$ cat src/rtl/watch_pkg.sv
// -----------------------------------------------------------------------------
// watch_pkg
// Shared types and constants for the watch alarm blocks.
//   ring_state_e  : alarm session state (IDLE / RING / SNOOZE)
//   SNOOZE_CNT_W  : width of the per-session snooze counter
//   max_u()       : helper for sizing counters from two parameters
// -----------------------------------------------------------------------------
package watch_pkg;

    typedef enum logic [1:0] {
        IDLE   = 2'd0,
        RING   = 2'd1,
        SNOOZE = 2'd2
    } ring_state_e;

    localparam int unsigned SNOOZE_CNT_W = 4;

    function automatic int unsigned max_u(input int unsigned a, input int unsigned b);
        return (a > b) ? a : b;
    endfunction

endpackage

$ cat src/rtl/alarm_ringer_sec_timer.sv
// -----------------------------------------------------------------------------
// sec_timer
// Seconds counter with synchronous clear and terminal-count compare.
//   clk, rst  : clock, asynchronous active-high reset
//   clr_i     : clear count to zero (wins over tick_i)
//   tick_i    : one-clk 1 Hz strobe; advances the count
//   last_i    : terminal value; done_o fires on the tick that ends it
//   done_o    : tick_i & (count == last_i), combinational
// -----------------------------------------------------------------------------
module sec_timer #(
    parameter int unsigned W = 8
) (
    input  logic         clk,
    input  logic         rst,
    input  logic         clr_i,
    input  logic         tick_i,
    input  logic [W-1:0] last_i,
    output logic         done_o
);

    logic [W-1:0] cnt_q;

    always_ff @(posedge clk or posedge rst) begin
        if (rst) begin
            cnt_q <= '0;
        end else if (clr_i) begin
            cnt_q <= '0;
        end else if (tick_i) begin
            cnt_q <= cnt_q + 1'b1;
        end
    end

    assign done_o = tick_i && (cnt_q == last_i);

endmodule

$ cat src/rtl/alarm_ringer.sv
// -----------------------------------------------------------------------------
// alarm_ringer
// Owns the alarm session: ring, snooze, dismiss and ring timeout.
//   clk, rst    : clock, asynchronous active-high reset
//   tick_1hz    : one-clk strobe once per second
//   enable      : alarm armed; low forces IDLE
//   active      : alarm match level (a rising edge starts a session)
//   stop_btn    : one-clk dismiss pulse
//   snooze_btn  : one-clk snooze pulse
//   buzzer      : 1 s on / 1 s off while ringing
//   ringing     : high in RING
//   snoozed     : high in SNOOZE
//   snooze_cnt  : snoozes used in the current session
//   missed      : one-clk pulse when a ring phase times out
// -----------------------------------------------------------------------------
module alarm_ringer
    import watch_pkg::*;
#(
    parameter int unsigned RING_SECS   = 60,
    parameter int unsigned SNOOZE_SECS = 300,
    parameter int unsigned MAX_SNOOZE  = 3
) (
    input  logic                    clk,
    input  logic                    rst,
    input  logic                    tick_1hz,
    input  logic                    enable,
    input  logic                    active,
    input  logic                    stop_btn,
    input  logic                    snooze_btn,
    output logic                    buzzer,
    output logic                    ringing,
    output logic                    snoozed,
    output logic [SNOOZE_CNT_W-1:0] snooze_cnt,
    output logic                    missed
);

    localparam int unsigned SEC_W = $clog2(max_u(RING_SECS, SNOOZE_SECS) + 1);
    localparam logic [SEC_W-1:0]        RING_LAST   = SEC_W'(RING_SECS - 1);
    localparam logic [SEC_W-1:0]        SNOOZE_LAST = SEC_W'(SNOOZE_SECS - 1);
    localparam logic [SNOOZE_CNT_W-1:0] SNZ_MAX     = SNOOZE_CNT_W'(MAX_SNOOZE);

    ring_state_e             state_q, state_d;
    logic                    active_q;
    logic [SNOOZE_CNT_W-1:0] snooze_cnt_q, snooze_cnt_d;
    logic                    buzzer_q, buzzer_d;
    logic                    missed_q, missed_d;
    logic                    ringing_q, snoozed_q;

    logic                    rise;
    logic                    restart;
    logic                    timer_clr;
    logic                    timer_done;
    logic [SEC_W-1:0]        timer_last;

    assign rise       = active && !active_q && enable;
    assign timer_last = (state_q == RING) ? RING_LAST : SNOOZE_LAST;

    sec_timer #(
        .W (SEC_W)
    ) u_sec_timer (
        .clk    (clk),
        .rst    (rst),
        .clr_i  (timer_clr),
        .tick_i (tick_1hz),
        .last_i (timer_last),
        .done_o (timer_done)
    );

    always_comb begin
        state_d      = state_q;
        snooze_cnt_d = snooze_cnt_q;
        buzzer_d     = 1'b0;
        missed_d     = 1'b0;
        restart      = 1'b0;

        if (!enable) begin
            state_d = IDLE;
        end else begin
            unique case (state_q)
                IDLE: begin
                    if (rise) begin
                        state_d      = RING;
                        snooze_cnt_d = '0;
                    end
                end
                RING: begin
                    buzzer_d = tick_1hz ? !buzzer_q : buzzer_q;
                    // A snooze at the limit is treated as if not pressed, so
                    // the timeout and rise checks below still apply.
                    if (stop_btn) begin
                        state_d = IDLE;
                    end else if (snooze_btn && (snooze_cnt_q < SNZ_MAX)) begin
                        state_d      = SNOOZE;
                        snooze_cnt_d = snooze_cnt_q + 1'b1;
                    end else if (timer_done) begin
                        state_d  = IDLE;
                        missed_d = 1'b1;
                    end else if (rise) begin
                        restart = 1'b1;
                    end
                end
                SNOOZE: begin
                    if (stop_btn) begin
                        state_d = IDLE;
                    end else if (rise) begin
                        state_d      = RING;
                        snooze_cnt_d = '0;
                    end else if (timer_done) begin
                        state_d = RING;
                    end
                end
                default: state_d = IDLE;
            endcase
        end

        // Entry into RING forces the beep on, overriding a coincident toggle.
        if ((state_d == RING) && (state_q != RING)) begin
            buzzer_d = 1'b1;
        end
        if (state_d != RING) begin
            buzzer_d = 1'b0;
        end

        // Held clear in IDLE so the count is always zero on any entry.
        timer_clr = (state_d != state_q) || restart || (state_q == IDLE);
    end

    always_ff @(posedge clk or posedge rst) begin
        if (rst) begin
            state_q      <= IDLE;
            active_q     <= 1'b0;
            snooze_cnt_q <= '0;
            buzzer_q     <= 1'b0;
            missed_q     <= 1'b0;
            ringing_q    <= 1'b0;
            snoozed_q    <= 1'b0;
        end else begin
            state_q      <= state_d;
            active_q     <= active;
            snooze_cnt_q <= snooze_cnt_d;
            buzzer_q     <= buzzer_d;
            missed_q     <= missed_d;
            ringing_q    <= (state_d == RING);
            snoozed_q    <= (state_d == SNOOZE);
        end
    end

    assign buzzer     = buzzer_q;
    assign ringing    = ringing_q;
    assign snoozed    = snoozed_q;
    assign snooze_cnt = snooze_cnt_q;
    assign missed     = missed_q;

endmodule

$ cat config.mk
export PLATFORM = sky130hd
export DESIGN_NAME = alarm_ringer
export DESIGN_NICKNAME = d
export VERILOG_FILES = /design/src/rtl/watch_pkg.sv /design/src/rtl/alarm_ringer_sec_timer.sv /design/src/rtl/alarm_ringer.sv
export SDC_FILE = /design/constraint.sdc
export NUM_CORES = 1
export LEC_CHECK = 0
export ABC_AREA = 1
export CAP_MARGIN = 10
export CELL_PAD_IN_SITES_DETAIL_PLACEMENT = 0
export CELL_PAD_IN_SITES_GLOBAL_PLACEMENT = 1
export CORE_ASPECT_RATIO = 0.75
export CORE_MARGIN = 2
export CORE_UTILIZATION = 42
export CTS_CLUSTER_SIZE = 24
export DETAILED_ROUTE_END_ITERATION = 10
export PLACE_DENSITY_LB_ADDON = 0.1
export SETUP_SLACK_MARGIN = 0.5
export SYNTH_ARGS = -nofsm -noshare
export SYNTH_HDL_FRONTEND = slang
export SYNTH_SLANG_ARGS = --single-unit
$ cat constraint.sdc
create_clock -name clk -period 4.1 [get_ports clk]
set_input_delay 0.615 -clock clk [delete_from_list [all_inputs] [get_ports clk]]
set_output_delay 0.615 -clock clk [all_outputs]
set_load 0.1 [all_outputs]
# Word level (Yosys, flattened, before mapping)
# Cells that the tools add are included.
[totals]
elab_cells = 69
ff_bits = 20
inputBits = 7
[classes]
n_eq_ne = 12
n_addsub = 2
reduce_logical = 13
n_lt_le_gt_ge = 1
muxes = 33
[ops]
columns = ["operator", "count"]
rows = [
  ["two-way mux 9 bit", 3],
  ["two-way mux 1 bit", 16],
  ["two-way mux 2 bit", 8],
  ["two-way mux 4 bit", 4],
  ["case mux 4 bit (3 select lines)", 1],
  ["adder 9 x 1 -> 9 bit (second input constant)", 1],
  ["equality test 9 bit", 1],
  ["inequality test 2 x 1 -> 1 bit (second input constant)", 3],
  ["case mux 2 bit (3 select lines)", 1],
  ["logical AND 1 bit", 5],
  ["inequality test 5 x 3 -> 1 bit (second input constant)", 1],
  ["AND reduction 5 bit", 1],
  ["adder 4 x 1 -> 4 bit (second input constant)", 1],
  ["equality test 2 x 1 -> 1 bit (second input constant)", 2],
  ["equality test 2 bit (second input constant)", 2],
  ["< comparator 4 x 2 -> 1 bit (second input constant)", 1],
  ["inequality test 2 bit (second input constant)", 2],
  ["nonzero test 3 bit", 1],
  ["zero test 1 bit", 2],
  ["zero test 2 bit", 1],
  ["logical OR 1 bit", 2],
  ["inequality test 2 bit", 1],
  ["nonzero test 2 bit", 1],
]

# Depth between registers and ports, before layout
# Gate-level depths: netlist of the first run.
[logic_depth]
ltp_word = 13
depth_mapped = 15
mapped_depth_nobuf = 15

# Modules after synthesis
# From an unflattened synthesis of the first run, not the netlist that was laid out.
[unflattened]
cells_unflattened = 178
area_unflattened_um2 = 1263.7
[modules_own_cells]
columns = ["mod", "cells_each", "n_inst", "seq_area_each_um2", "area_per_inst_um2"]
rows = [
  ["sec_timer", 101, 1, 225.2, 661.9],
  ["alarm_ringer", 77, 1, 275.3, 601.8],
]

# Least setup slack after synthesis of the first run
# No wires, ideal clock.
[synth_timing]
path_kind = "register -> register"
from = "register snooze_cnt_q[0], in the netlist snooze_cnt[0]"
to = "register u_sec_timer.cnt_q[0]"
setup_ns = 0.120
setup_slack_ns = 2.124
path_buffers = 0
synth_period_minus_slack_ns = 1.976
arrival_ns = 1.856
path_stages_with_launch = 11
cell_sequence = "dfrtp_1 > ha_1 > nor2_1 > nand3_1 > nand3_1 > nor2_1 > nand2_1 > nand2_1 > nor2_2 > nand2_4 > nor2_1"
[synth_via]
elab_chain_cells = 10
word_cells_on_any_way = 15
cone_classes = "1 x order compare; 1 x eq/ne; 9 x mux; 4 x reduce/logical"
[synth_rtl]
columns = ["element", "line_no", "source"]
rows = [
  ["from (decl)", "alarm_ringer.sv:44", "logic [SNOOZE_CNT_W-1:0] snooze_cnt_q, snooze_cnt_d;"],
  ["from (signal assigned)", "alarm_ringer.sv:140", "snooze_cnt_q <= snooze_cnt_d;"],
  ["< comparator 4 x 2 -> 1 bit (*)", "alarm_ringer.sv:92", "end else if (snooze_btn && (snooze_cnt_q < SNZ_MAX)) begin"],
  ["logical AND 1 bit (*)", "alarm_ringer.sv:92", ""],
  ["two-way mux 2 bit", "alarm_ringer.sv:92", ""],
  ["two-way mux 2 bit", "alarm_ringer.sv:90", "if (stop_btn) begin"],
  ["case mux 2 bit (3 select lines)", "alarm_ringer.sv:79", "unique case (state_q)"],
  ["two-way mux 2 bit", "alarm_ringer.sv:76", "if (!enable) begin"],
  ["inequality test 2 bit", "alarm_ringer.sv:125", "timer_clr = (state_d != state_q) || restart || (state_q == IDLE);"],
  ["logical OR 1 bit (*) (2 in a row)", "alarm_ringer.sv:125", ""],
  ["two-way mux 9 bit / nonzero test 2 bit (equally long branches)", "n/a", ""],
  ["to (signal assigned)", "alarm_ringer_sec_timer.sv:29", "cnt_q <= cnt_q + 1'b1;"],
  ["to (decl)", "alarm_ringer_sec_timer.sv:21", "logic [W-1:0] cnt_q;"],
]
# Mark *: on every way between the ends. The rest lies on a longest branch, timed or not.
# A chain may end at the register's enable or synchronous reset.

# Worst setup path in the final report of the first run
[layout_timing]
from = "register snooze_cnt_q[0], in the netlist snooze_cnt[0]"
to = "output port snooze_cnt[0]"
[layout_lines]
columns = ["element", "line_no", "source"]
rows = [
  ["to (decl)", "alarm_ringer.sv:33", "output logic [SNOOZE_CNT_W-1:0] snooze_cnt,"],
]
# No word-level cell between the ends.

==> results of run 1 <==
routing by layer:
layer / routed length, um / vias to the layer above / global-route usage [%]
li1: - / 429 / -
met1: 969 / 371 / 22.32
met2: 780 / 14 / 23.40
met3: 87 / 2 / 5.785
met4: 14 / 0 / 2.553
met5: 0 / - / 0
worst reg2reg max path: stages, from the launching register on:
cell and delay [ns]:
dfrtp_1 0.42, ha_1 0.22, nand2_2 0.09, inv_1 0.04, nand2_1 0.06, nor2_2 0.04
nand2_2 0.09, nand2_1 0.06, nand2_1 0.07, nand2_2 0.07, nand2_1 0.06, nand2_1 0.06
nor2_2 0.14, nand2_4 0.11, nor2_1 0.10
registers in the layout, summed over array words and instances (netlist names):
signal,cells
snoozed,1
state_q,2
active_q,1
missed,1
snooze_cnt,4
buzzer,1
ringing,1
u_sec_timer.cnt_q,9
per-stage QoR:
step                      instance area, um2  util (%)  total power [mW]  hold slack, ns
final                                   1239     53.23            0.3719          0.5145
after global routing                    1239     53.23            0.3937          0.5359
after CTS                               1239     53.23            0.3783          0.5143
after detailed placement                1216     52.26            0.2862          0.4991
after global placement                  1216     52.26            0.2858          0.4850
after floorplan                         1039         -            0.2651          0.5279
placed cells by master, fill, tap and decap left out, drive strengths merged, types with 3 or more instances in the layout:
master and n:
inv 18, a21oi 7, clkbuf 3, nand4 3, o21ai 4, clkdlybuf4s50 14
nor2 25, nand3 5, nand2 27, dfrtp 20, xor2 7
cell families after synthesis:
logic type,after synthesis
AND/OR/NAND/NOR,64
flip-flops,20
buffers and inverters,19
AO/OA/AOI/OAI,12
XOR/XNOR,8
adder cells (fa/ha/maj),2
multiplexers,1
power by group through the flow:
stage	Sequential, mW	Combinational [mW]	Clock [mW]
2_1_floorplan	0.243	0.0218	0
3_3_place_gp	0.211	0.0748	0
3_5_place_dp	0.212	0.0746	0
4_1_cts	0.208	0.0750	0.0956
5_1_grt	0.208	0.0802	0.105
6_report	0.208	0.0739	0.0903
path summary, 6_finish.rpt:
kind	slack (ns)	depth (start not counted)	start	to
max reg2reg	2.40	14	u_sec_timer.cnt_q[0]	u_sec_timer.cnt_q[4]
max	1.63	1	snooze_cnt[0]	snooze_cnt[0]
max in group asynchronous	2.87	2	rst	snooze_cnt[2]
min reg2reg	0.51	1	snooze_cnt[0]	snooze_cnt[0]
min	0.51	1	snooze_cnt[0]	snooze_cnt[0]
min in group asynchronous	0.74	2	rst	buzzer
cell type report:
class                   count  area (um2)
fillers                   265        1089
flip-flops and latches     20       500.5
multi-input cells          87       465.4
repair buffers             14       140.1
inverters                  18       67.56
well taps                  34       42.54
clock buffers               3       22.52
==> impl_results.md, run 1 <==
- Peak supply drop: 0.2163 mV
- CORE AREA: 2327 um2
- Simple-Gate Fraction of Synth Area: 28.67%
- Post_cts resized: 0
- Fin worst setup slack: about 1.6 ns
- Remaining DRCs: 0
- Gpl congestion: 0.7531
- Starting Density: between 40% and 50%
- Max-cap violations: 0
- Run status: complete, no violations
- Ys flop type: dfrtp_1
- Via/cell ratio: 4.636
- Syn_area_per_cell: slightly above 8 um2
- CP bufs+invs: 1
- Synth unique cells: 22
- Clk root buf: clkbuf_4
- Tightest Pin Transition: approximately 0.96 ns
- Post-synth top area cell: dfrtp_1
- Yosys warns: 0
- N_diodes: 0
- Period utilization: 60.17%
- 1st-iter DRT viols: 35
- Final setup viols: 0
- Sink Count: 20
- Die extent in x: 61.42 um
- Clock transition at path regs: around 0.10 ns
- Pre-CTS setup slack: around 1.8 ns
- Sw frac: 30.89%
- WL/cell: 10.52 um
- Share of cells above drive strength 1: 9.859%
- CTS Hold Bufs: 0
- Max Buffers Root-to-Sink: 2
- Final wirelength: 1.852 mm
- RSZ-0062 raised after global routing: false
- Vias in the first global route: 741
- Sw power: 0.1149 mW
- Async SR Flop Fraction: 100.0%
- Most frequent cell after synthesis: nor2_1
- Int Pwr: 0.2570 mW
- Setup crit end kind: output port
- Delay-heaviest family, CP: buffers and inverters
- Critical path launch point type: flip-flop
- Register area share after synthesis: 48.19%
- CP Max Fanout: 4
- Port Buffers: 14
- CTS tree: yes
- Detail Placement HPWL: 1.382 mm
- Worst Setup Path Type: flip-flop to output port
- Top cells by count, synth: 22 x nor2_1, 20 x dfrtp_1, 20 x nand2_1
- Worst path slowest cell: clkdlybuf4s50_1
- Total Routing Usage GR: between 10% and 20%
- Lkg Pwr: about 0.58 nW
- Clock share of power: 24.3%
- CTS Buf Count: 3
- Vias: 816
- Critical path cell sequence: clkdlybuf4s50_1
- CP arrival: around 1.9 ns
- Final Hold Viols: 0
- H-tree levels: 1
- First-pass iteration count of the detailed router: 4
- Slowest stage delay, CP: between 1 and 1.5 ns
- Fin. max-slew vios: 0
- Global-route wire length before repair: 3.236 mm
- Post-synth EDFFs: 0
- Fin cells: about 180
- Nets: 153
- Clock Latency Late Sink: 0.29 ns
- Power Dens Cells: 300.2 nW/um2
- Fmax: around 0.41 GHz
- Post CTS Setup Buffer Count: 0
- Setup TNS: 0 ns
- Logic gate share of total power: 19.9%
- Antenna violations before repair: 0
- Hold WC Path Type: flip-flop to flip-flop
- Largest family of logic cells by synthesized area: simple AND/OR/NAND/NOR gates
- Max Clock Skew: 0.003595 ns
- Ports: 15
- Row count: 15
- Largest net degree at the start of global routing: 21
- Ranking of synthesized cells by area: dfrtp_1 48%, nor2_1 8.0%, nand2_1 7.2%, inv_1 6.1%, xor2_1 5.9%
- Post-synthesis xor/xnor area fraction: 6.747%
- Critical path required time: ~3.5 ns
- Synth Area in Adders: ~2.4%
- #FFs+latches synth: 20
- Rel. slew slack: 35.63%
- Post-synth top area share: ~48%
- Layout area overhead: 19.28%
- Cells after DPL: 173
- Die area: 2891 um2
- Gate Count Post-Synth: 126
- Final worst path period need: 2.467 ns
- Compound-Gate Fraction of Synth Area: 6.024%
- Synth Cell Area: 1038 um2
- Grt ovf: 0
- Flop pwr share: 55.8%
- DIE HEIGHT: 47.07 um
- Syn Nets: ~140
- Mux contribution to synthesized area: 0.9639%
- DRT antenna net count: 0
No activity file was read; power rests on OpenSTA's default activity.
==> run 2: changes to the inputs <==
- CORE_UTILIZATION: 42 -> 35
- clock period: 4.1 -> 2.05 ns (I/O delays scaled with it)
==> run 2 against run 1 <==
Compared with the run above: critical path depth grew 12; sequential power grew 100%; count of clock-buffer cells in the layout grew 1; die area grew 18%; sequential share of layout area shrank 5.9 points; clock power grew to 2.9 times the previous value; power grew 130%; clock skew shrank 0.0013 ns; global-route usage shrank 1.2 points; cell count grew 13%; first-iteration DRC count shrank 14%; worst setup slack lost 1.2 ns; critical path type is now flip-flop to flip-flop.
==> impl_results.md, run 2 (synthesized netlist as in run 1, its figures left out) <==
- Grt ovf: 0 (unchanged)
- Max Buffers Root-to-Sink: 2 (unchanged)
- Remaining DRCs: 0 (unchanged)
- Detail Placement HPWL: 1.538 mm (was 1.382 mm)
- RSZ-0062 raised after global routing: true (was false)
- Setup TNS: 0 ns (unchanged)
- CORE AREA: 2893 um2 (was 2327 um2)
- Port Buffers: 14 (unchanged)
- Worst Setup Path Type: flip-flop to flip-flop (was flip-flop to output port)
- Power Dens Cells: 582.2 nW/um2 (was 300.2 nW/um2)
- Worst Setup SP: state_q[1] (was snooze_cnt[0])
- Critical path launch point type: flip-flop (unchanged)
- Peak supply drop: 0.3283 mV (was 0.2163 mV)
- Flop pwr share: 48.5% (was 55.8%)
- Layout area overhead: 43.01% (was 19.28%)
- Run status: complete, no violations (unchanged)
- Final wirelength: 2.245 mm (was 1.852 mm)
- Critical path required time: 2.24 ns (was 3.48 ns)
- Fin. max-slew vios: 0 (unchanged)
- Max Clock Skew: 0.002298 ns (was 0.003595 ns)
- Vias in the first global route: 813 (was 741)
- Tightest Pin Transition: 0.4424 ns (was 0.9625 ns)
- DIE HEIGHT: 51.18 um (was 47.07 um)
- Final Hold Viols: 0 (unchanged)
- Global-route wire length before repair: 3.567 mm (was 3.236 mm)
- WL/cell: 11.28 um (was 10.52 um)
- Nets: 171 (was 153)
- Commonest non-fill, non-tap cell in the layout: buf_4 (was nor2_1)
- Max-cap violations: 0 (unchanged)
- Clk root buf: clkbuf_8 (was clkbuf_4)
- Final worst path period need: 1.667 ns
- 1st-iter DRT viols: 30 (was 35)
- Largest net degree at the start of global routing: 13 (was 21)
- CTS Hold Bufs: 0 (unchanged)
- Lkg Pwr: 0.6825 nW (was 0.5805 nW)
- Commonest cells after routing, fill and taps aside: 25 x buf_4, 15 x nor2_1, 14 x inv_1, 14 x nand2_1, 14 x dfrtp_1 (was 22 x nor2_1, 20 x nand2_1, 20 x dfrtp_1)
- Period utilization: 81.31%
- CP Max Fanout: 5 (was 4)
- H-tree levels: 1 (unchanged)
- N_diodes: 0 (unchanged)
- Die area: 3424 um2 (was 2891 um2)
- CTS Buf Count: 3 (unchanged)
- Share of cells above drive strength 1: 42.24% (was 9.859%)
- Reg-to-Reg Start: state_q[1] (was u_sec_timer.cnt_q[0])
- Sink Count: 20 (unchanged)
- Row count: 17 (was 15)
- Reg2reg path depth: 13 (was 14)
- Antenna violations before repair: 0 (unchanged)
- Vias: 884 (was 816)
- Max reg flops: 9 (unchanged)
- Largest Register: u_sec_timer.cnt_q (unchanged)
- CP arrival: 1.86 ns (was 1.85 ns)
- Capture point of the worst reg-to-reg path: u_sec_timer.cnt_q[6] (was u_sec_timer.cnt_q[4])
- Gpl congestion: 0.7584 (was 0.7531)
- Total Routing Usage GR: 14.43% (was 15.66%)
- Rel. slew slack: 70.24% (was 35.63%)
- Fmax: 0.5999 GHz
- Ports: 15 (unchanged)
- Starting Density: 35.90% (was 44.62%)
- Clock share of power: 30.6% (was 24.3%)
- Hold slack: 0.3104 ns (was 0.5145 ns)
- Hold WC Path Type: primary input to asynchronous set/reset pin (was flip-flop to flip-flop)
- Setup crit end kind: flip-flop (was output port)
- Int Pwr: 0.6053 mW (was 0.2570 mW)
- First-pass iteration count of the detailed router: 4 (unchanged)
- Final setup viols: 0 (unchanged)
- Sw power: 0.2593 mW (was 0.1149 mW)
- Via/cell ratio: 4.442 (was 4.636)
- Sw frac: 29.99% (was 30.89%)
- R2R Setup Slk: 0.38 ns (was 2.40 ns)
- Logic gate share of total power: 20.8% (was 19.9%)
- Post-layout util: 51.34% (was 53.23%)
- DRT antenna net count: 0 (unchanged)
- Clock Latency Late Sink: 0.25 ns (was 0.29 ns)
- CTS tree: yes (unchanged)
- Die extent in x: 66.90 um (was 61.42 um)
- Clock transition at path regs: 0.07 ns (was 0.10 ns)
## run 2: worst max-delay path, stage by stage, from the launching register on
cell and delay [ns]:
dfrtp_2 0.45, inv_2 0.11, nand2_4 0.08, nand2_1 0.07
nand2_1 0.06, nand2_2 0.09, nand2_1 0.06, nand2_1 0.07
nand2_2 0.08, nand2_2 0.08, nand2_2 0.06, nor2_4 0.19
nand2_8 0.10, nor2_2 0.11
## run 2: power groups by stage
| stage | Clock (mW) | Sequential, mW | Combinational (mW) |
|---|---|---|---|
| 6_report | 0.265 | 0.420 | 0.180 |
| 2_1_floorplan | 0 | 0.495 | 0.0456 |
| 3_5_place_dp | 0 | 0.430 | 0.154 |
| 5_1_grt | 0.292 | 0.421 | 0.197 |
| 4_1_cts | 0.275 | 0.419 | 0.176 |
| 3_3_place_gp | 0 | 0.430 | 0.154 |
## run 2: routing by layer
metal	share of wire, %	GRT usage (%)	routed length, um
met1	52	20.39	1159
met2	44	21.17	982
met3	4.0	4.626	89
met4	0.62	4.082	14
met5	0	0	0
## run 2: final cells by class
type / instances / area, um2
fill: 313 / 1408
multi-input combinational: 88 / 565.5
sequential: 20 / 513.0
timing repair buffer: 31 / 246.5
inverter: 18 / 67.56
tap: 38 / 47.55
clock buffer: 4 / 45.04
## run 2: worst max path at each step
stage,to,cells after the start
2_1_floorplan,u_sec_timer.cnt_q[0],11
3_3_place_gp,u_sec_timer.cnt_q[4],14
3_5_place_dp,u_sec_timer.cnt_q[4],14
4_1_cts,u_sec_timer.cnt_q[6],14
5_1_grt,u_sec_timer.cnt_q[0],15
6_report,u_sec_timer.cnt_q[6],13
## run 2: stage by stage
step	instances	setup slack (ns)	instance area [um2]	total power [mW]
final	199	0.3832	1485	0.8647
after global routing	199	0.2878	1485	0.9093
after CTS	197	0.4194	1443	0.8711
after detailed placement	183	0.05972	1271	0.5846
after global placement	183	0.07375	1271	0.5843
after floorplan	126	0.4432	1064	0.5407
## run 2: timing repair
item / CTS / global route
buffers inserted: 9 / 2
endpoints found under the setup margin: 10 / 13
resized for setup: 19 / 9
hold endpoints to repair: 0 / 0
gates cloned: 1 / 0
pin swaps: 10 / 1
